$ cat src/rtl/mem_arbiter.sv
// Two-port memory arbiter: a CPU port and an I/O (DMA) port share one memory.
// Each transfer runs IDLE -> ACCESS -> RESP, giving one transfer per three cycles.
// By default the CPU has priority, and the I/O port is promoted after STARVE_LIMIT losses in a row.
// Define ARB_ROUND_ROBIN_EN to alternate between the ports when both request at once.
module mem_arbiter #(
  parameter int ADDR_W       = 12,
  parameter int DATA_W       = 16,
  parameter int STARVE_LIMIT = 4
) (
  input  logic              clk_i,
  input  logic              reset_i,
  input  logic              cpu_req_i,
  input  logic              cpu_we_i,
  input  logic [0:ADDR_W-1] cpu_addr_i,
  input  logic [0:DATA_W-1] cpu_wdata_i,
  output logic              cpu_ack_o,
  output logic [0:DATA_W-1] cpu_rdata_o,
  input  logic              io_req_i,
  input  logic              io_we_i,
  input  logic [0:ADDR_W-1] io_addr_i,
  input  logic [0:DATA_W-1] io_wdata_i,
  output logic              io_ack_o,
  output logic [0:DATA_W-1] io_rdata_o,
  output logic              mem_r_line_o,
  output logic              mem_w_line_o,
  output logic [0:ADDR_W-1] mem_add_line_o,
  output logic [0:DATA_W-1] mem_wdata_o,
  input  logic [0:DATA_W-1] mem_rdata_i
);

  typedef enum logic [1:0] {IDLE, ACCESS, RESP} state_e;

  state_e              state_q;
  logic                ownerIo_q;
  logic                isWrite_q;
  logic [0:ADDR_W-1]   addr_q;
  logic [0:DATA_W-1]   wdata_q;
  logic                memRead_q;
  logic                memWrite_q;
  logic                cpuAck_q;
  logic                ioAck_q;
  logic [0:DATA_W-1]   cpuRdata_q;
  logic [0:DATA_W-1]   ioRdata_q;

  logic                anyReq;
  logic                grantIo_d;

`ifdef ARB_ROUND_ROBIN_EN
  // Set when the I/O port holds priority for the next simultaneous request.
  logic                rrIoFirst_q;
  logic                rrIoFirst_d;
`else
  localparam logic [3:0] StarveLim = 4'(STARVE_LIMIT);
  logic [3:0]          starveCnt_q;
  logic [3:0]          starveCnt_d;
`endif

  // Arbitration decision for the current IDLE cycle, along with the next value of the fairness state.
  always_comb begin
    anyReq = cpu_req_i | io_req_i;
`ifdef ARB_ROUND_ROBIN_EN
    grantIo_d   = io_req_i & (~cpu_req_i | rrIoFirst_q);
    rrIoFirst_d = rrIoFirst_q;
    if (anyReq) begin
      rrIoFirst_d = ~grantIo_d;
    end
`else
    grantIo_d   = io_req_i & (~cpu_req_i | (starveCnt_q == StarveLim));
    starveCnt_d = starveCnt_q;
    if (!io_req_i || grantIo_d) begin
      starveCnt_d = 4'd0;
    end else if (starveCnt_q != StarveLim) begin
      starveCnt_d = starveCnt_q + 4'd1;
    end
`endif
  end

  // Transfer FSM. All outputs are registered, and reset aborts any transfer in flight.
  always_ff @(posedge clk_i) begin
    if (reset_i) begin
      state_q     <= IDLE;
      ownerIo_q   <= 1'b0;
      isWrite_q   <= 1'b0;
      addr_q      <= '0;
      wdata_q     <= '0;
      memRead_q   <= 1'b0;
      memWrite_q  <= 1'b0;
      cpuAck_q    <= 1'b0;
      ioAck_q     <= 1'b0;
      cpuRdata_q  <= '0;
      ioRdata_q   <= '0;
`ifdef ARB_ROUND_ROBIN_EN
      rrIoFirst_q <= 1'b0;
`else
      starveCnt_q <= 4'd0;
`endif
    end else begin
      case (state_q)
        IDLE: begin
`ifndef ARB_ROUND_ROBIN_EN
          starveCnt_q <= starveCnt_d;
`endif
          if (anyReq) begin
`ifdef ARB_ROUND_ROBIN_EN
            rrIoFirst_q <= rrIoFirst_d;
`endif
            ownerIo_q  <= grantIo_d;
            isWrite_q  <= grantIo_d ? io_we_i : cpu_we_i;
            addr_q     <= grantIo_d ? io_addr_i : cpu_addr_i;
            wdata_q    <= grantIo_d ? io_wdata_i : cpu_wdata_i;
            memRead_q  <= grantIo_d ? ~io_we_i : ~cpu_we_i;
            memWrite_q <= grantIo_d ? io_we_i : cpu_we_i;
            state_q    <= ACCESS;
          end
        end
        ACCESS: begin
          memRead_q  <= 1'b0;
          memWrite_q <= 1'b0;
          if (!isWrite_q) begin
            if (ownerIo_q) begin
              ioRdata_q <= mem_rdata_i;
            end else begin
              cpuRdata_q <= mem_rdata_i;
            end
          end
          cpuAck_q <= ~ownerIo_q;
          ioAck_q  <= ownerIo_q;
          state_q  <= RESP;
        end
        RESP: begin
          cpuAck_q <= 1'b0;
          ioAck_q  <= 1'b0;
          state_q  <= IDLE;
        end
        default: begin
          state_q <= IDLE;
        end
      endcase
    end
  end

  assign cpu_ack_o      = cpuAck_q;
  assign io_ack_o       = ioAck_q;
  assign cpu_rdata_o    = cpuRdata_q;
  assign io_rdata_o     = ioRdata_q;
  assign mem_r_line_o   = memRead_q;
  assign mem_w_line_o   = memWrite_q;
  assign mem_add_line_o = addr_q;
  assign mem_wdata_o    = wdata_q;

endmodule

$ cat config.mk
export PLATFORM = sky130hd
export DESIGN_NAME = mem_arbiter
export DESIGN_NICKNAME = d
export VERILOG_FILES = /design/src/rtl/mem_arbiter.sv
export SDC_FILE = /design/constraint.sdc
export NUM_CORES = 1
export LEC_CHECK = 0
export ABC_CLOCK_PERIOD_IN_PS = 2800
export BUFFER_PORTS_ARGS = -buffer_cell sky130_fd_sc_hd__clkbuf_2
export CAP_MARGIN = 20
export CORE_AREA = 2 2 96 98
export DETAILED_ROUTE_END_ITERATION = 6
export DIE_AREA = 0 0 98 100
export HOLD_SLACK_MARGIN = 0.06
export PLACE_DENSITY = 0.66
export SYNTH_ARGS = -nofsm -noshare
export SYNTH_HDL_FRONTEND = slang
export SYNTH_SLANG_ARGS = --single-unit
$ cat constraint.sdc
create_clock -name clk_i -period 2.8 [get_ports clk_i]
set_clock_uncertainty 0.1 [all_clocks]
set_input_delay 0.28 -clock clk_i [delete_from_list [all_inputs] [get_ports clk_i]]
set_output_delay 0.28 -clock clk_i [all_outputs]
set_load 0.02 [all_outputs]
# After elaboration in Yosys (flattened, before gate mapping)
# Cells that the tools add are included.
dict set report word_totals {
  regBits 72
  in_bits 78
}
dict set report classes {
  add_sub_neg 1
  n_eq_ne 5
  n_reduce_logical 11
  mux 14
  bitwise_logic 8
}
# op count
set op_table {}
lappend op_table {{$mux W16} 1}
lappend op_table {{$mux W12} 1}
lappend op_table {{$mux W4} 2}
lappend op_table {{$pmux W1 S2} 4}
lappend op_table {{$reduce_and A2 Y1} 3}
lappend op_table {{$reduce_and A3 Y1} 2}
lappend op_table {{$reduce_bool A2 Y1} 3}
lappend op_table {{$not A1 Y1} 5}
lappend op_table {{$add A4 B1 Y4 const B} 1}
lappend op_table {{$eq A4 B3 Y1 const B} 1}
lappend op_table {{$mux W1} 4}
lappend op_table {{$ne A4 B3 Y1 const B} 1}
lappend op_table {{$pmux W2 S2} 1}
lappend op_table {{$eq A2 B1 Y1 const B} 1}
lappend op_table {{$eq A2 B2 Y1 const B} 1}
lappend op_table {{$logic_not A2 Y1} 1}
lappend op_table {{$mux W2} 1}
lappend op_table {{$ne A2 B2 Y1 const B} 1}
lappend op_table {{$or A1 B1 Y1} 2}
lappend op_table {{$and A1 B1 Y1} 1}
lappend op_table {{$logic_not A1 Y1} 1}
lappend op_table {{$logic_or A1 B1 Y1} 1}

# Depth between registers and ports, before layout
# Gate-level depths: netlist of the first run.
dict set report depth {
  word_depth 6
  mapped_depth 8
}

# Worst setup path before layout of the first run
# OpenSTA, ideal clock, no wires.
dict set report synth_timing {
  kind {reg-to-reg}
  start {reg state_q[1]}
  end {reg cpuRdata_q, in the netlist cpu_rdata_o[0]}
  required_ps 2568
  t_arrival_ps 1428
  setup_slack_ps 1140
  stages_incl_launch_ff 9
  cell_sequence {dfxtp_1 > inv_1 > ha_1 > buf_4 > or3b_1 > clkbuf_1 > buf_2 > nand2_1 > a21oi_1}
}
dict set report synth_via {
  elab_chain_cells 2
}
# element line
set synth_lines {}
lappend synth_lines {{start: declaration} 33} ;# state_e state_q;
lappend synth_lines {{start signal: assignment} 81} ;# state_q <= IDLE;
lappend synth_lines {{start signal: assignment} 113} ;# state_q <= ACCESS;
lappend synth_lines {{start signal: assignment} 128} ;# state_q <= RESP;
lappend synth_lines {{$eq A2 B1 Y1} 98} ;# case (state_q)
lappend synth_lines {{$reduce_and A3 Y1 (no line)} -}
lappend synth_lines {{end signal: assignment} 123} ;# cpuRdata_q <= mem_rdata_i;
lappend synth_lines {{end: declaration} 42} ;# logic [0:DATA_W-1] cpuRdata_q;
# No other way between the ends.
# A chain may end at the register's enable or synchronous reset.

# Worst setup path in the final report of the first run
dict set report layout_timing {
  start {reg state_q[0]}
  end {reg addr_q, in the netlist mem_add_line_o[1]}
}
dict set report layout_via {
  elab_chain_cells 2
}
# element line
set layout_lines {}
lappend layout_lines {{$logic_not A2 Y1} 98}
lappend layout_lines {{$reduce_and A2 Y1 (no line)} -}
lappend layout_lines {{end signal: assignment} 109} ;# addr_q <= grantIo_d ? io_addr_i : cpu_addr_i;
lappend layout_lines {{end: declaration} 36} ;# logic [0:ADDR_W-1] addr_q;
# No other way between the ends.

==> report_table.html, run 1 <==
<table>
<tr><th>Metric</th><th>Value</th></tr>
<tr><th colspan="2">Yosys</th></tr>
<tr><td>Yosys Warn Count</td><td>0</td></tr>
<tr><td>Synthesized netlist cell count</td><td>392</td></tr>
<tr><td>Sequential fraction of the synthesis area</td><td>0.433</td></tr>
<tr><td>Flops &amp; latches, synth</td><td>72</td></tr>
<tr><td>Number of synthesized flops with an enable pin</td><td>0</td></tr>
<tr><td>Number of nets produced by synthesis</td><td>476</td></tr>
<tr><td>Fraction of registers with async set or reset after synthesis</td><td>0</td></tr>
<tr><td>Mean instance size in the synthesized netlist</td><td>8.50 um^2</td></tr>
<tr><td>Library cells used by synthesis</td><td>37</td></tr>
<tr><td>Top FF cell, synth</td><td>sky130_fd_sc_hd__dfxtp_1</td></tr>
<tr><td>Netlist Area Pre-Place</td><td>3330 um^2</td></tr>
<tr><th colspan="2">Detailed routing</th></tr>
<tr><td>Detailed-route vias per instance</td><td>5.26</td></tr>
<tr><td>Final antenna-violating net count</td><td>0</td></tr>
<tr><td>Total wire length</td><td>9280 um</td></tr>
<tr><td>Via total after detailed routing</td><td>3338</td></tr>
<tr><td>Drt initial violations</td><td>139</td></tr>
<tr><td>TritonRoute pass-1 iters</td><td>4</td></tr>
<tr><td>WL/cell</td><td>14.6 um</td></tr>
<tr><td>Number of design rule violations left after detail routing</td><td>0</td></tr>
<tr><th colspan="2">Timing</th></tr>
<tr><td>Setup repair after global routing missed its margin</td><td>no</td></tr>
<tr><td>Tightest Pin Transition</td><td>736 ps</td></tr>
<tr><td>Count of final max-slew check failures</td><td>0</td></tr>
<tr><td>Number of hold violations in the final report</td><td>0</td></tr>
<tr><td>Fmax</td><td>472 MHz</td></tr>
<tr><td>Relative slew margins</td><td>0.508</td></tr>
<tr><td>Final period demand of the worst path</td><td>2120 ps</td></tr>
<tr><td>Setup violation total in the final timing report</td><td>0</td></tr>
<tr><td>Period utilization</td><td>0.756</td></tr>
<tr><td>Sum of negative setup slack</td><td>0 ps</td></tr>
<tr><th colspan="2">Critical path</th></tr>
<tr><td>Required @ worst endpoint</td><td>2960 ps</td></tr>
<tr><td>Critical path class</td><td>register to register</td></tr>
<tr><td>Data arrival, critical path</td><td>2270 ps</td></tr>
<tr><td>Endpoint type of the worst setup path</td><td>register</td></tr>
<tr><td>Startpoint kind of the worst setup timing path</td><td>register</td></tr>
<tr><td>Max FO, Critical Path</td><td>22</td></tr>
<tr><td>Startpoint of the most critical register-to-register path</td><td>state_q[0]</td></tr>
<tr><td>Launching element of the worst setup path</td><td>state_q[0]</td></tr>
<tr><th colspan="2">Floorplanning</th></tr>
<tr><td>I/O pins</td><td>142</td></tr>
<tr><td>Die Footprint</td><td>9800 um^2</td></tr>
<tr><td>Die Y-Extent</td><td>100 um</td></tr>
<tr><td>Core Footprint</td><td>8890 um^2</td></tr>
<tr><td>Die Span X</td><td>98 um</td></tr>
<tr><td>Starting density of the core</td><td>0.375</td></tr>
<tr><td>Number of rows in the core area</td><td>35</td></tr>
<tr><th colspan="2">Global route</th></tr>
<tr><td>Total grt overflow</td><td>0</td></tr>
<tr><td>Vias in the first global route</td><td>3104</td></tr>
<tr><td>Pin count of the biggest net entering global routing</td><td>46</td></tr>
<tr><td>Combined global-route utilization of all metal layers</td><td>0.189</td></tr>
<tr><td>Wire length of the first global-routing pass</td><td>15200 um</td></tr>
<tr><td>Initial antenna violation count</td><td>0</td></tr>
<tr><th colspan="2">Clock network</th></tr>
<tr><td>Number of clock buffers inserted by TritonCTS</td><td>9</td></tr>
<tr><td>Number of setup buffers added after CTS</td><td>0</td></tr>
<tr><td>TritonCTS clock tree</td><td>yes</td></tr>
<tr><td># clock sinks</td><td>72</td></tr>
<tr><td>Clock Pin Slew Worst Setup and Hold Paths</td><td>80 ps</td></tr>
<tr><td>Clk Latency, worst-skew pair</td><td>330 ps</td></tr>
<tr><td>Max clock buf depth</td><td>2</td></tr>
<tr><td>Htree depth</td><td>3</td></tr>
<tr><td>Buffer type at the clock tree root</td><td>sky130_fd_sc_hd__clkbuf_8</td></tr>
<tr><th colspan="2">Min path</th></tr>
<tr><td>Worst Hold Launch</td><td>mem_rdata_i[13]</td></tr>
<tr><td>Worst Hold Class</td><td>input pin to register</td></tr>
<tr><th colspan="2">Run status</th></tr>
<tr><td>Run status</td><td>completed</td></tr>
<tr><th colspan="2">Power and ir drop</th></tr>
<tr><td>Lkg Pwr</td><td>1.96 nW</td></tr>
<tr><td>Power density relative to cell area</td><td>653 nW/um^2</td></tr>
<tr><td>Maximum vdd ir drop</td><td>0.000338 V</td></tr>
<tr><th colspan="2">Final layout</th></tr>
<tr><td>Number of nets in the final layout</td><td>602</td></tr>
<tr><td>Antenna diodes</td><td>0</td></tr>
<tr><td>Share of the core filled with cells</td><td>0.491</td></tr>
<tr><td>Share of post-route cells with drive strength above 1</td><td>0.327</td></tr>
<tr><td>Count of fill cells added during filler insertion</td><td>856</td></tr>
<tr><td>Area growth from synthesis to final layout</td><td>30.9%</td></tr>
<tr><th colspan="2">Placement</th></tr>
<tr><td>Weighted congestion at the end of routability-driven global placement</td><td>0.770</td></tr>
<tr><td>Count of buffers inserted at the top-level ports</td><td>141</td></tr>
<tr><td>Post-detail-place hpwl</td><td>6530 um</td></tr>
<tr><th colspan="2">Flow run</th></tr>
<tr><td>Max-capacitance violation count</td><td>0</td></tr>
</table>
## area by class of cell
type	count	area, um^2	area share
Inverter	38	143	0.0327
Timing Repair Buffer	155	816	0.187
Multi-Input combinational cell	242	1580	0.362
Tap cell	111	139	0.0318
Clock inverter	5	104	0.0238
Clock buffer	11	141	0.0324
Sequential cell	72	1440	0.330
## critical path, cell delays in order, from the launching register on
cell	delay, ps
sky130_fd_sc_hd__dfxtp_1	330
sky130_fd_sc_hd__inv_1	100
sky130_fd_sc_hd__ha_1	490
sky130_fd_sc_hd__o21a_1	390
sky130_fd_sc_hd__buf_4	330
sky130_fd_sc_hd__o21ai_0	110
sky130_fd_sc_hd__a211oi_1	180
## registers in the layout, indices dropped and copies added, names as in the netlist
register	count
starveCnt_q	4
io_rdata_o	16
io_ack_o	1
ownerIo_q	1
cpu_rdata_o	16
cpu_ack_o	1
mem_add_line_o	12
isWrite_q	1
mem_r_line_o	1
state_q	2
mem_w_line_o	1
mem_wdata_o	16
## through the flow
stage	total power [mW]	hold WS (ps)	worst slack, ps	area (um^2)	cells
2_1_floorplan	1.64	316	1140	3330	392
3_3_place_gp	1.87	341	782	4100	616
6_report	2.85	75.0	683	4360	634
3_5_place_dp	1.88	351	697	4100	616
5_1_grt	2.99	76.0	430	4360	634
4_1_cts	2.88	60.4	686	4360	634
## cell usage after synthesis (2+ instances only)
library cell | instances | area share
sky130_fd_sc_hd__o21ai_0 | 3 | 0.0045
sky130_fd_sc_hd__clkbuf_1 | 23 | 0.026
sky130_fd_sc_hd__ha_1 | 6 | 0.023
sky130_fd_sc_hd__mux2i_1 | 3 | 0.0090
sky130_fd_sc_hd__inv_1 | 38 | 0.043
sky130_fd_sc_hd__nand4_1 | 2 | 0.0038
sky130_fd_sc_hd__a211oi_1 | 2 | 0.0045
sky130_fd_sc_hd__a21oi_1 | 35 | 0.053
sky130_fd_sc_hd__nand3b_1 | 3 | 0.0068
sky130_fd_sc_hd__o211ai_1 | 2 | 0.0045
sky130_fd_sc_hd__nand3_1 | 3 | 0.0045
sky130_fd_sc_hd__nor3_1 | 2 | 0.0030
sky130_fd_sc_hd__nor2_1 | 9 | 0.010
sky130_fd_sc_hd__nand2_1 | 68 | 0.077
sky130_fd_sc_hd__buf_1 | 2 | 0.0023
sky130_fd_sc_hd__o21a_1 | 28 | 0.063
sky130_fd_sc_hd__and3b_1 | 2 | 0.0053
sky130_fd_sc_hd__o2111ai_1 | 30 | 0.079
sky130_fd_sc_hd__o311a_1 | 27 | 0.081
sky130_fd_sc_hd__a2111oi_0 | 2 | 0.0053
sky130_fd_sc_hd__buf_4 | 2 | 0.0045
sky130_fd_sc_hd__nor3b_1 | 2 | 0.0045
sky130_fd_sc_hd__dfxtp_1 | 72 | 0.43
sky130_fd_sc_hd__buf_2 | 13 | 0.020
## path summary, 6_finish.rpt
kind,endpoint,slack [ps],depth (start not counted)
worst max-delay path,mem_add_line_o[1],680,6
worst min-delay path,cpu_rdata_o[13],80,3
worst max register to register,mem_add_line_o[1],680,6
worst min register to register,cpu_rdata_o[13],360,2
## cell usage in the layout, fill, tap and decap left out, types with 2 or more instances in the layout
| cell type | n |
|---|---|
| sky130_fd_sc_hd__dfxtp_1 | 72 |
| sky130_fd_sc_hd__o2111ai_1 | 30 |
| sky130_fd_sc_hd__nand3b_1 | 3 |
| sky130_fd_sc_hd__nor3_1 | 2 |
| sky130_fd_sc_hd__and3b_1 | 2 |
| sky130_fd_sc_hd__o21ai_2 | 2 |
| sky130_fd_sc_hd__nand2_1 | 68 |
| sky130_fd_sc_hd__o311a_1 | 27 |
| sky130_fd_sc_hd__clkbuf_8 | 10 |
| sky130_fd_sc_hd__ha_1 | 6 |
| sky130_fd_sc_hd__a211oi_1 | 2 |
| sky130_fd_sc_hd__a2111oi_0 | 2 |
| sky130_fd_sc_hd__o21a_1 | 28 |
| sky130_fd_sc_hd__dlygate4sd3_1 | 2 |
| sky130_fd_sc_hd__bufinv_16 | 3 |
| sky130_fd_sc_hd__nor2_1 | 9 |
| sky130_fd_sc_hd__buf_4 | 12 |
| sky130_fd_sc_hd__a21oi_1 | 35 |
| sky130_fd_sc_hd__nand3_1 | 3 |
| sky130_fd_sc_hd__o211ai_1 | 2 |
| sky130_fd_sc_hd__mux2i_1 | 3 |
| sky130_fd_sc_hd__o21ai_0 | 3 |
| sky130_fd_sc_hd__inv_1 | 38 |
| sky130_fd_sc_hd__nor3b_1 | 2 |
| sky130_fd_sc_hd__clkbuf_2 | 141 |
| sky130_fd_sc_hd__nand4_1 | 2 |
## routing by layer
metal	vias up	wire (um)	GRT usage
li1	1659	-	-
met1	1533	4200	0.249
met2	139	4230	0.306
met3	7	779	0.0487
met4	0	70	0.0556
met5	-	0	0
## logic make-up (layout without fill, tap and decap cells)
group / count (synthesis) / after routing / share of synthesized area
compound gates: 136 / 136 / 0.311
fa+ha+maj: 6 / 6 / 0.0225
buf+inv: 78 / 209 / 0.0950
flops: 72 / 72 / 0.433
mux: 3 / 3 / 0.00901
simple gates: 97 / 97 / 0.130
## timing repair
action	in CTS	in global routing
hold buffers	2	0
resized for setup	0	0
hold endpoints to repair	3	0
## report_power, final
part / switching, mW / internal, mW
clock: 0.382 / 0.617
sequential: 0.0578 / 1.12
combinational: 0.409 / 0.262
(Power assumes the default switching activity.)
==> run 2: changes to the inputs <==
==> config.mk (replaced) <==
export PLATFORM = sky130hd
export DESIGN_NAME = mem_arbiter
export DESIGN_NICKNAME = d
export VERILOG_FILES = /design/src/rtl/mem_arbiter.sv
export SDC_FILE = /design/constraint.sdc
export NUM_CORES = 1
export LEC_CHECK = 0
export ABC_AREA = 1
export ABC_CLOCK_PERIOD_IN_PS = 1900
export BUFFER_PORTS_ARGS = -buffer_cell sky130_fd_sc_hd__clkbuf_2
export CAP_MARGIN = 20
export CORE_AREA = 2 2 92 94
export DETAILED_ROUTE_END_ITERATION = 6
export DIE_AREA = 0 0 94 96
export HOLD_SLACK_MARGIN = 0.06
export PLACE_DENSITY = 0.71
export SYNTH_ARGS = -nofsm -noshare
export SYNTH_HDL_FRONTEND = slang
export SYNTH_SLANG_ARGS = --single-unit
==> constraint.sdc (replaced) <==
create_clock -name clk_i -period 1.9 [get_ports clk_i]
set_clock_uncertainty 0.1 [all_clocks]
set_input_delay 0.19 -clock clk_i [delete_from_list [all_inputs] [get_ports clk_i]]
set_output_delay 0.19 -clock clk_i [all_outputs]
set_load 0.02 [all_outputs]
==> report_table.html, run 2 <==
<table>
<tr><th>Metric</th><th>Value</th></tr>
<tr><th colspan="2">Clock network</th></tr>
<tr><td>Number of setup buffers added after CTS</td><td>0 (unchanged)</td></tr>
<tr><td>Max clock buf depth</td><td>2 (unchanged)</td></tr>
<tr><td>TritonCTS clock tree</td><td>yes (unchanged)</td></tr>
<tr><td># clock sinks</td><td>72 (unchanged)</td></tr>
<tr><td>Number of clock buffers inserted by TritonCTS</td><td>9 (unchanged)</td></tr>
<tr><td>Buffer type at the clock tree root</td><td>sky130_fd_sc_hd__clkbuf_8 (unchanged)</td></tr>
<tr><td>Htree depth</td><td>3 (unchanged)</td></tr>
<tr><td>Clk Latency, worst-skew pair</td><td>340 ps (was 330 ps)</td></tr>
<tr><td>Clock Pin Slew Worst Setup and Hold Paths</td><td>80 ps (about the same)</td></tr>
<tr><th colspan="2">Flow run</th></tr>
<tr><td>Max-capacitance violation count</td><td>0 (unchanged)</td></tr>
<tr><th colspan="2">Final layout</th></tr>
<tr><td>Most common cell after layout, fill and taps aside</td><td>sky130_fd_sc_hd__clkbuf_2 (unchanged)</td></tr>
<tr><td>Post-Layout Cell Count</td><td>696 (was 634)</td></tr>
<tr><td>Antenna diodes</td><td>0 (unchanged)</td></tr>
<tr><td>Area growth from synthesis to final layout</td><td>46.9% (was 30.9%)</td></tr>
<tr><td>Number of nets in the final layout</td><td>670 (was 602)</td></tr>
<tr><td>Share of post-route cells with drive strength above 1</td><td>0.291 (was 0.327)</td></tr>
<tr><td>Count of fill cells added during filler insertion</td><td>758 (was 856)</td></tr>
<tr><td>Commonest cells after routing, fill and taps aside</td><td>sky130_fd_sc_hd__clkbuf_2 (141), sky130_fd_sc_hd__dfxtp_1 (72), sky130_fd_sc_hd__nor2_1 (67) (was sky130_fd_sc_hd__clkbuf_2 (141), sky130_fd_sc_hd__dfxtp_1 (72), sky130_fd_sc_hd__nand2_1 (68))</td></tr>
<tr><th colspan="2">Global route</th></tr>
<tr><td>Initial antenna violation count</td><td>0 (unchanged)</td></tr>
<tr><td>Combined global-route utilization of all metal layers</td><td>0.196 (was 0.189)</td></tr>
<tr><td>Vias in the first global route</td><td>3106 (was 3104)</td></tr>
<tr><td>Total grt overflow</td><td>0 (unchanged)</td></tr>
<tr><td>Wire length of the first global-routing pass</td><td>14100 um (was 15200 um)</td></tr>
<tr><td>Pin count of the biggest net entering global routing</td><td>44 (was 46)</td></tr>
<tr><th colspan="2">Floorplanning</th></tr>
<tr><td>I/O pins</td><td>142 (unchanged)</td></tr>
<tr><td>Core Footprint</td><td>8050 um^2 (was 8890 um^2)</td></tr>
<tr><td>Die Footprint</td><td>9020 um^2 (was 9800 um^2)</td></tr>
<tr><td>Number of rows in the core area</td><td>33 (was 35)</td></tr>
<tr><td>Die Y-Extent</td><td>96 um (was 100 um)</td></tr>
<tr><td>Die Span X</td><td>94 um (was 98 um)</td></tr>
<tr><td>Starting density of the core</td><td>0.383 (was 0.375)</td></tr>
<tr><th colspan="2">Min path</th></tr>
<tr><td>Worst Hold Class</td><td>input pin to register (unchanged)</td></tr>
<tr><td>Min-Delay Endpoint</td><td>mem_wdata_o[12] (was cpu_rdata_o[13])</td></tr>
<tr><td>Worst Hold Launch</td><td>cpu_wdata_i[12] (was mem_rdata_i[13])</td></tr>
<tr><td>Worst Hold Depth</td><td>4 (was 3)</td></tr>
<tr><th colspan="2">Yosys</th></tr>
<tr><td>Commonest cells in the synthesized netlist</td><td>sky130_fd_sc_hd__dfxtp_1 (72), sky130_fd_sc_hd__nor2_1 (67), sky130_fd_sc_hd__o21ai_0 (66), sky130_fd_sc_hd__inv_1 (43), sky130_fd_sc_hd__nand2_1 (43) (was sky130_fd_sc_hd__dfxtp_1 (72), sky130_fd_sc_hd__nand2_1 (68), sky130_fd_sc_hd__inv_1 (38), sky130_fd_sc_hd__a21oi_1 (35), sky130_fd_sc_hd__o2111ai_1 (30))</td></tr>
<tr><td>Yosys Warn Count</td><td>0 (unchanged)</td></tr>
<tr><td>Dominant cell type by area after synthesis</td><td>sky130_fd_sc_hd__dfxtp_1 (unchanged)</td></tr>
<tr><td>Area fraction of the dominant cell type after synthesis</td><td>0.467 (was 0.433)</td></tr>
<tr><td>Cell with the most instances after synthesis</td><td>sky130_fd_sc_hd__dfxtp_1 (unchanged)</td></tr>
<tr><td>Number of synthesized flops with an enable pin</td><td>0 (unchanged)</td></tr>
<tr><td>Mean instance size in the synthesized netlist</td><td>7.58 um^2 (was 8.50 um^2)</td></tr>
<tr><td>Cells taking the most area after synthesis</td><td>sky130_fd_sc_hd__dfxtp_1 (47%), sky130_fd_sc_hd__o21ai_0 (11%), sky130_fd_sc_hd__nor2_1 (8.1%), sky130_fd_sc_hd__a21o_1 (6.8%), sky130_fd_sc_hd__a21oi_1 (6.0%) (was sky130_fd_sc_hd__dfxtp_1 (43%), sky130_fd_sc_hd__o311a_1 (8.1%), sky130_fd_sc_hd__o2111ai_1 (7.9%), sky130_fd_sc_hd__nand2_1 (7.7%), sky130_fd_sc_hd__o21a_1 (6.3%))</td></tr>
<tr><td>Number of nets produced by synthesis</td><td>491 (was 476)</td></tr>
<tr><td>Library cells used by synthesis</td><td>25 (was 37)</td></tr>
<tr><td>Sequential fraction of the synthesis area</td><td>0.467 (was 0.433)</td></tr>
<tr><td>Top FF cell, synth</td><td>sky130_fd_sc_hd__dfxtp_1 (unchanged)</td></tr>
<tr><td>Synthesized netlist cell count</td><td>407 (was 392)</td></tr>
<tr><td>Fraction of registers with async set or reset after synthesis</td><td>0 (unchanged)</td></tr>
<tr><td>Netlist Area Pre-Place</td><td>3090 um^2 (was 3330 um^2)</td></tr>
<tr><td>Flops &amp; latches, synth</td><td>72 (unchanged)</td></tr>
<tr><th colspan="2">Timing</th></tr>
<tr><td>Count of final max-slew check failures</td><td>0 (unchanged)</td></tr>
<tr><td>Sum of negative setup slack</td><td>0 ps (unchanged)</td></tr>
<tr><td>Final worst hold slack</td><td>91.5 ps (was 75.0 ps)</td></tr>
<tr><td>Number of hold violations in the final report</td><td>0 (unchanged)</td></tr>
<tr><td>Fmax</td><td>583 MHz (was 472 MHz)</td></tr>
<tr><td>Period utilization</td><td>0.903 (was 0.756)</td></tr>
<tr><td>Setup repair after global routing missed its margin</td><td>no (unchanged)</td></tr>
<tr><td>Post-route setup slack</td><td>185 ps (was 683 ps)</td></tr>
<tr><td>Relative slew margins</td><td>0.651 (was 0.508)</td></tr>
<tr><td>Setup violation total in the final timing report</td><td>0 (unchanged)</td></tr>
<tr><td>Final period demand of the worst path</td><td>1720 ps (was 2120 ps)</td></tr>
<tr><td>Tightest Pin Transition</td><td>524 ps (was 736 ps)</td></tr>
<tr><th colspan="2">Power and ir drop</th></tr>
<tr><td>Proportion of power drawn by the clock network</td><td>0.341 (was 0.351)</td></tr>
<tr><td>Final total power</td><td>4.34 mW (was 2.85 mW)</td></tr>
<tr><td>Internal power component</td><td>2.99 mW (was 2.00 mW)</td></tr>
<tr><td>Maximum vdd ir drop</td><td>0.000611 V (was 0.000338 V)</td></tr>
<tr><td>Power density relative to cell area</td><td>958 nW/um^2 (was 653 nW/um^2)</td></tr>
<tr><td>Power share of the sequential group</td><td>0.411 (was 0.414)</td></tr>
<tr><td>Switch Pwr</td><td>1.36 mW (was 0.848 mW)</td></tr>
<tr><td>Net Sw Frac</td><td>0.312 (was 0.298)</td></tr>
<tr><td>Lkg Pwr</td><td>2.41 nW (was 1.96 nW)</td></tr>
<tr><td>Combinational power share</td><td>0.248 (was 0.235)</td></tr>
<tr><th colspan="2">Critical path</th></tr>
<tr><td>Critical path cell sequence</td><td>inv_1 -&gt; ha_1 -&gt; inv_1 -&gt; nor3_4 -&gt; inv_1 -&gt; nor2_1 -&gt; nor2_1 (was inv_1 -&gt; ha_1 -&gt; o21a_1 -&gt; buf_4 -&gt; o21ai_0 -&gt; a211oi_1)</td></tr>
<tr><td>Startpoint kind of the worst setup timing path</td><td>register (unchanged)</td></tr>
<tr><td>Data arrival, critical path</td><td>1890 ps (was 2270 ps)</td></tr>
<tr><td>Number of cells traversed by the worst register-to-register path</td><td>7 (was 6)</td></tr>
<tr><td>Slowest cell delay on critical path</td><td>400 ps (was 490 ps)</td></tr>
<tr><td>Worst path bufs/invs</td><td>3 (was 2)</td></tr>
<tr><td>Critical path class</td><td>register to register (unchanged)</td></tr>
<tr><td>Top delay family on crit path</td><td>buffers and inverters (was compound AO/OA/AOI/OAI gates)</td></tr>
<tr><td>Worst R2R End</td><td>cpu_rdata_o[8] (was mem_add_line_o[1])</td></tr>
<tr><td>Setup slack of the most critical reg-to-reg path</td><td>180 ps (was 680 ps)</td></tr>
<tr><td>Cell at the slowest stage of the critical path</td><td>sky130_fd_sc_hd__inv_1 (was sky130_fd_sc_hd__ha_1)</td></tr>
<tr><td>Startpoint of the most critical register-to-register path</td><td>state_q[1] (was state_q[0])</td></tr>
<tr><td>Endpoint type of the worst setup path</td><td>register (unchanged)</td></tr>
<tr><td>Launching element of the worst setup path</td><td>state_q[1] (was state_q[0])</td></tr>
<tr><td>Required @ worst endpoint</td><td>2080 ps (was 2960 ps)</td></tr>
<tr><td>Max FO, Critical Path</td><td>16 (was 22)</td></tr>
<tr><td>Most common cell on crit path</td><td>sky130_fd_sc_hd__inv_1</td></tr>
<tr><th colspan="2">Detailed routing</th></tr>
<tr><td>Final antenna-violating net count</td><td>0 (unchanged)</td></tr>
<tr><td>Total wire length</td><td>9030 um (was 9280 um)</td></tr>
<tr><td>Detailed-route vias per instance</td><td>4.78 (was 5.26)</td></tr>
<tr><td>TritonRoute pass-1 iters</td><td>4 (unchanged)</td></tr>
<tr><td>Drt initial violations</td><td>116 (was 139)</td></tr>
<tr><td>Number of design rule violations left after detail routing</td><td>0 (unchanged)</td></tr>
<tr><td>WL/cell</td><td>13.0 um (was 14.6 um)</td></tr>
<tr><td>Via total after detailed routing</td><td>3329 (was 3338)</td></tr>
<tr><th colspan="2">Placement</th></tr>
<tr><td>Worst-case setup slack after placement</td><td>128 ps (was 697 ps)</td></tr>
<tr><td>Post-detail-place hpwl</td><td>5930 um (was 6530 um)</td></tr>
<tr><td>Count of buffers inserted at the top-level ports</td><td>141 (unchanged)</td></tr>
<tr><td>Placed Cells incl. Taps</td><td>636 (was 616)</td></tr>
<tr><td>Weighted congestion at the end of routability-driven global placement</td><td>0.729 (was 0.770)</td></tr>
<tr><th colspan="2">Run status</th></tr>
<tr><td>Run status</td><td>completed (unchanged)</td></tr>
</table>
## run 2: changes by cell type in the layout (fill, tap and decap cells not counted), sizes merged, moves of 4 or more
cell / before / now
a21o: 0 / 28
buf: 12 / 7
dlygate4sd3: 2 / 44
inv: 38 / 47
nand2: 68 / 45
nand3: 3 / 7
nor2: 9 / 69
o2111ai: 30 / 0
o21a: 28 / 0
o21ai: 5 / 66
o311a: 27 / 0
## run 2: cell families after synthesis
family / count (synthesis) / share of synthesized area
buf+inv: 70 / 0.101
flops: 72 / 0.467
simple gates: 125 / 0.164
fa+ha+maj: 6 / 0.0243
compound gates: 134 / 0.243
## run 2: worst max path at each step
stage	endpoint	depth (start not counted)	slack, ps
2_1_floorplan	mem_add_line_o[11]	9	390
3_3_place_gp	mem_wdata_o[11]	9	170
3_5_place_dp	mem_add_line_o[8]	8	130
4_1_cts	mem_add_line_o[8]	8	110
5_1_grt	cpu_rdata_o[2]	7	70
6_report	cpu_rdata_o[8]	7	180
## run 2: stage by stage
step / area [um^2] / utilization
after detailed placement: 3840 / 0.476
after floorplan: 3090 / -
after global routing: 4530 / 0.563
final: 4530 / 0.563
after global placement: 3840 / 0.476
after CTS: 4520 / 0.561
## run 2: area by class of cell
type	count	area [um^2]	area share
sequential	72	1440	0.318
clock inverter	6	116	0.0257
clock buffer	10	128	0.0281
multi-input combinational	265	1340	0.295
inverter	46	178	0.0392
timing repair buffer	192	1200	0.265
tap	105	131	0.0290
## run 2: routing by layer
layer / global-route usage / routed length (um) / vias up
met3: 0.0619 / 781 / 12
met1: 0.227 / 3920 / 1518
li1: - / - / 1672
met5: 0 / 0 / -
met2: 0.338 / 4190 / 127
met4: 0.0761 / 137 / 0
## run 2: worst register-to-register path, stage by stage, from the launching register on
cell and delay, ps:
sky130_fd_sc_hd__dfxtp_1 370, sky130_fd_sc_hd__inv_1 90, sky130_fd_sc_hd__ha_1 230, sky130_fd_sc_hd__inv_1 160, sky130_fd_sc_hd__nor3_4 50, sky130_fd_sc_hd__inv_1 400
sky130_fd_sc_hd__nor2_1 140, sky130_fd_sc_hd__nor2_1 120
## run 2: power by group through the flow
stage / clock network, mW / logic, mW / registers (mW)
2_1_floorplan: 0 / 0.451 / 2.00
3_3_place_gp: 0 / 0.976 / 1.81
3_5_place_dp: 0 / 0.993 / 1.81
4_1_cts: 1.52 / 1.07 / 1.78
5_1_grt: 1.58 / 1.19 / 1.80
6_report: 1.48 / 1.08 / 1.78
## run 2: what timing repair did
action,CTS,global route
gates resized for setup,0,6
setup endpoints to repair,0,29
hold buffers,44,0
endpoints found under the hold margin,66,0
==> run 3: changes to the inputs <==
--- a/config.mk
+++ b/config.mk
@@ -9,9 +9,9 @@
 export ABC_CLOCK_PERIOD_IN_PS = 1900
 export BUFFER_PORTS_ARGS = -buffer_cell sky130_fd_sc_hd__clkbuf_2
 export CAP_MARGIN = 20
-export CORE_AREA = 2 2 92 94
+export CORE_AREA = 2 2 89 91
 export DETAILED_ROUTE_END_ITERATION = 6
-export DIE_AREA = 0 0 94 96
+export DIE_AREA = 0 0 91 93
 export HOLD_SLACK_MARGIN = 0.06
 export PLACE_DENSITY = 0.71
 export SYNTH_ARGS = -nofsm -noshare
==> report_table.html, run 3 (synthesis gave the netlist of run 2 again) <==
<table>
<tr><th>Metric</th><th>Value</th></tr>
<tr><th colspan="2">Timing</th></tr>
<tr><td>Fmax</td><td>578 MHz (was 583 MHz)</td></tr>
<tr><td>Count of final max-slew check failures</td><td>0 (unchanged)</td></tr>
<tr><td>Period utilization</td><td>0.911 (was 0.903)</td></tr>
<tr><td>Setup violation total in the final timing report</td><td>0 (unchanged)</td></tr>
<tr><td>Post-route setup slack</td><td>169 ps (was 185 ps)</td></tr>
<tr><td>Tightest Pin Transition</td><td>558 ps (was 524 ps)</td></tr>
<tr><td>Final worst hold slack</td><td>71.3 ps (was 91.5 ps)</td></tr>
<tr><td>Setup repair after global routing missed its margin</td><td>no (unchanged)</td></tr>
<tr><td>Number of hold violations in the final report</td><td>0 (unchanged)</td></tr>
<tr><td>Sum of negative setup slack</td><td>0 ps (unchanged)</td></tr>
<tr><td>Final period demand of the worst path</td><td>1730 ps (was 1720 ps)</td></tr>
<tr><td>Relative slew margins</td><td>0.628 (was 0.651)</td></tr>
<tr><th colspan="2">Detailed routing</th></tr>
<tr><td>Via total after detailed routing</td><td>3290 (was 3329)</td></tr>
<tr><td>Final antenna-violating net count</td><td>0 (unchanged)</td></tr>
<tr><td>Number of design rule violations left after detail routing</td><td>0 (unchanged)</td></tr>
<tr><td>Drt initial violations</td><td>110 (was 116)</td></tr>
<tr><td>WL/cell</td><td>12.7 um (was 13.0 um)</td></tr>
<tr><td>Detailed-route vias per instance</td><td>4.75 (was 4.78)</td></tr>
<tr><td>TritonRoute pass-1 iters</td><td>4 (unchanged)</td></tr>
<tr><td>Total wire length</td><td>8780 um (was 9030 um)</td></tr>
<tr><th colspan="2">Run status</th></tr>
<tr><td>Run status</td><td>completed (unchanged)</td></tr>
<tr><th colspan="2">Final layout</th></tr>
<tr><td>Final instance area</td><td>4510 um^2 (was 4530 um^2)</td></tr>
<tr><td>Antenna diodes</td><td>0 (unchanged)</td></tr>
<tr><td>Most common cell after layout, fill and taps aside</td><td>sky130_fd_sc_hd__clkbuf_2 (unchanged)</td></tr>
<tr><td>Number of nets in the final layout</td><td>669 (was 670)</td></tr>
<tr><td>Commonest cells after routing, fill and taps aside</td><td>sky130_fd_sc_hd__clkbuf_2 (141), sky130_fd_sc_hd__dfxtp_1 (72), sky130_fd_sc_hd__nor2_1 (67) (unchanged)</td></tr>
<tr><td>Share of post-route cells with drive strength above 1</td><td>0.297 (was 0.291)</td></tr>
<tr><td>Post-Layout Cell Count</td><td>692 (was 696)</td></tr>
<tr><td>Area growth from synthesis to final layout</td><td>46.3% (was 46.9%)</td></tr>
<tr><th colspan="2">Critical path</th></tr>
<tr><td>Max FO, Critical Path</td><td>29 (was 16)</td></tr>
<tr><td>Slowest cell delay on critical path</td><td>380 ps (was 400 ps)</td></tr>
<tr><td>Critical path cell sequence</td><td>inv_1 -&gt; ha_1 -&gt; nand3_1 -&gt; nand2_2 -&gt; nand2_2 -&gt; inv_2 -&gt; nand2_1 -&gt; a21o_1 -&gt; inv_1 (was inv_1 -&gt; ha_1 -&gt; inv_1 -&gt; nor3_4 -&gt; inv_1 -&gt; nor2_1 -&gt; nor2_1)</td></tr>
<tr><td>Endpoint type of the worst setup path</td><td>register (unchanged)</td></tr>
<tr><td>Data arrival, critical path</td><td>1920 ps (was 1890 ps)</td></tr>
<tr><td>Cell at the slowest stage of the critical path</td><td>sky130_fd_sc_hd__inv_2 (was sky130_fd_sc_hd__inv_1)</td></tr>
<tr><td>Startpoint kind of the worst setup timing path</td><td>register (unchanged)</td></tr>
<tr><td>Required @ worst endpoint</td><td>2090 ps (was 2080 ps)</td></tr>
<tr><td>Critical path class</td><td>register to register (unchanged)</td></tr>
<tr><th colspan="2">Clock network</th></tr>
<tr><td>Number of clock buffers inserted by TritonCTS</td><td>9 (unchanged)</td></tr>
<tr><td>Max clock buf depth</td><td>2 (unchanged)</td></tr>
<tr><td># clock sinks</td><td>72 (unchanged)</td></tr>
<tr><td>TritonCTS clock tree</td><td>yes (unchanged)</td></tr>
<tr><td>Resized Gates After CTS</td><td>0 (unchanged)</td></tr>
<tr><td>Htree depth</td><td>3 (unchanged)</td></tr>
<tr><td>Clock Pin Slew Worst Setup and Hold Paths</td><td>80 ps (about the same)</td></tr>
<tr><td>Clk Latency, worst-skew pair</td><td>340 ps (about the same)</td></tr>
<tr><td>Buffer type at the clock tree root</td><td>sky130_fd_sc_hd__clkbuf_8 (unchanged)</td></tr>
<tr><th colspan="2">Min path</th></tr>
<tr><td>Worst Hold Class</td><td>input pin to register (unchanged)</td></tr>
<tr><th colspan="2">Floorplanning</th></tr>
<tr><td>Number of rows in the core area</td><td>32 (was 33)</td></tr>
<tr><td>Die Span X</td><td>91 um (was 94 um)</td></tr>
<tr><td>Starting density of the core</td><td>0.410 (was 0.383)</td></tr>
<tr><td>Die Y-Extent</td><td>93 um (was 96 um)</td></tr>
<tr><td>Core Footprint</td><td>7530 um^2 (was 8050 um^2)</td></tr>
<tr><td>Die Footprint</td><td>8460 um^2 (was 9020 um^2)</td></tr>
<tr><td>I/O pins</td><td>142 (unchanged)</td></tr>
<tr><th colspan="2">Placement</th></tr>
<tr><td>Worst-case setup slack after placement</td><td>201 ps (was 128 ps)</td></tr>
<tr><td>DP Area</td><td>3860 um^2 (was 3840 um^2)</td></tr>
<tr><td>Post-detail-place hpwl</td><td>5790 um (was 5930 um)</td></tr>
<tr><td>Count of buffers inserted at the top-level ports</td><td>141 (unchanged)</td></tr>
<tr><td>Placed Cells incl. Taps</td><td>635 (was 636)</td></tr>
<tr><td>Weighted congestion at the end of routability-driven global placement</td><td>0.841 (was 0.729)</td></tr>
<tr><th colspan="2">Global route</th></tr>
<tr><td>Initial antenna violation count</td><td>0 (unchanged)</td></tr>
<tr><td>Total grt overflow</td><td>0 (unchanged)</td></tr>
<tr><td>Wire length of the first global-routing pass</td><td>14200 um (was 14100 um)</td></tr>
<tr><td>Vias in the first global route</td><td>3180 (was 3106)</td></tr>
<tr><td>Combined global-route utilization of all metal layers</td><td>0.207 (was 0.196)</td></tr>
<tr><td>Pin count of the biggest net entering global routing</td><td>51 (was 44)</td></tr>
<tr><th colspan="2">Flow run</th></tr>
<tr><td>Max-capacitance violation count</td><td>0 (unchanged)</td></tr>
<tr><th colspan="2">Power and ir drop</th></tr>
<tr><td>Lkg Pwr</td><td>2.41 nW (about the same)</td></tr>
<tr><td>Maximum vdd ir drop</td><td>0.000596 V (was 0.000611 V)</td></tr>
<tr><td>Power density relative to cell area</td><td>958 nW/um^2 (about the same)</td></tr>
</table>
run 3: cell count changes in the layout (fill, tap and decap cells not counted), moves of 2 or more:
cell,before,now
sky130_fd_sc_hd__dlygate4sd3_1,44,41
sky130_fd_sc_hd__buf_4,6,8
sky130_fd_sc_hd__inv_2,1,3
sky130_fd_sc_hd__inv_4,2,0
run 3: final timing paths:
path / slack [ps] / cells past startpoint / start / end
hold / removal: 70 / 4 / io_wdata_i[9] / mem_wdata_o[9]
setup / recovery: 170 / 9 / starveCnt_q[0] / mem_wdata_o[0]
setup reg to reg: 170 / 9 / starveCnt_q[0] / mem_wdata_o[0]
hold reg to reg: 390 / 2 / starveCnt_q[3] / starveCnt_q[3]
run 3: through the flow:
stage                      util  total power, mW
after floorplan               -             2.45
after global placement    0.513             2.81
after detailed placement  0.513             2.83
after CTS                 0.600             4.36
after global routing      0.600             4.55
final                     0.600             4.32
run 3: worst max-delay path, delay by kind of cell (launching register included):
kind | cells | cell delay, ps
flip-flops | 1 | 330
AO/OA/AOI/OAI | 1 | 210
AND/OR/NAND/NOR | 4 | 390
adder cells (fa/ha/maj) | 1 | 150
buffers and inverters | 3 | 500
run 3: layer usage:
metal,share of wire,track usage,vias up
li1,-,-,1672
met1,0.42,0.237,1495
met2,0.49,0.363,104
met3,0.060,0.0459,19
met4,0.023,0.106,0
met5,0,0,-
run 3: where the power goes:
group	internal (mW)	leakage, nW	switching [mW]
registers	1.69	0.592	0.0956
clock network	0.874	0.119	0.582
logic	0.429	1.69	0.657
run 3: final cells by class:
| class | instances | area [um^2] |
|---|---|---|
| clock inverters | 7 | 120 |
| inverters | 46 | 173 |
| well taps | 102 | 128 |
| flip-flops and latches | 72 | 1440 |
| multi-input cells | 265 | 1330 |
| clock buffers | 9 | 124 |
| fillers | 708 | 3010 |
| repair buffers | 191 | 1200 |
run 3: what timing repair did:
action                                 4_1_cts  5_1_grt
setup buffers                                0        0
endpoints found under the hold margin       63        0
hold buffers                                41        0
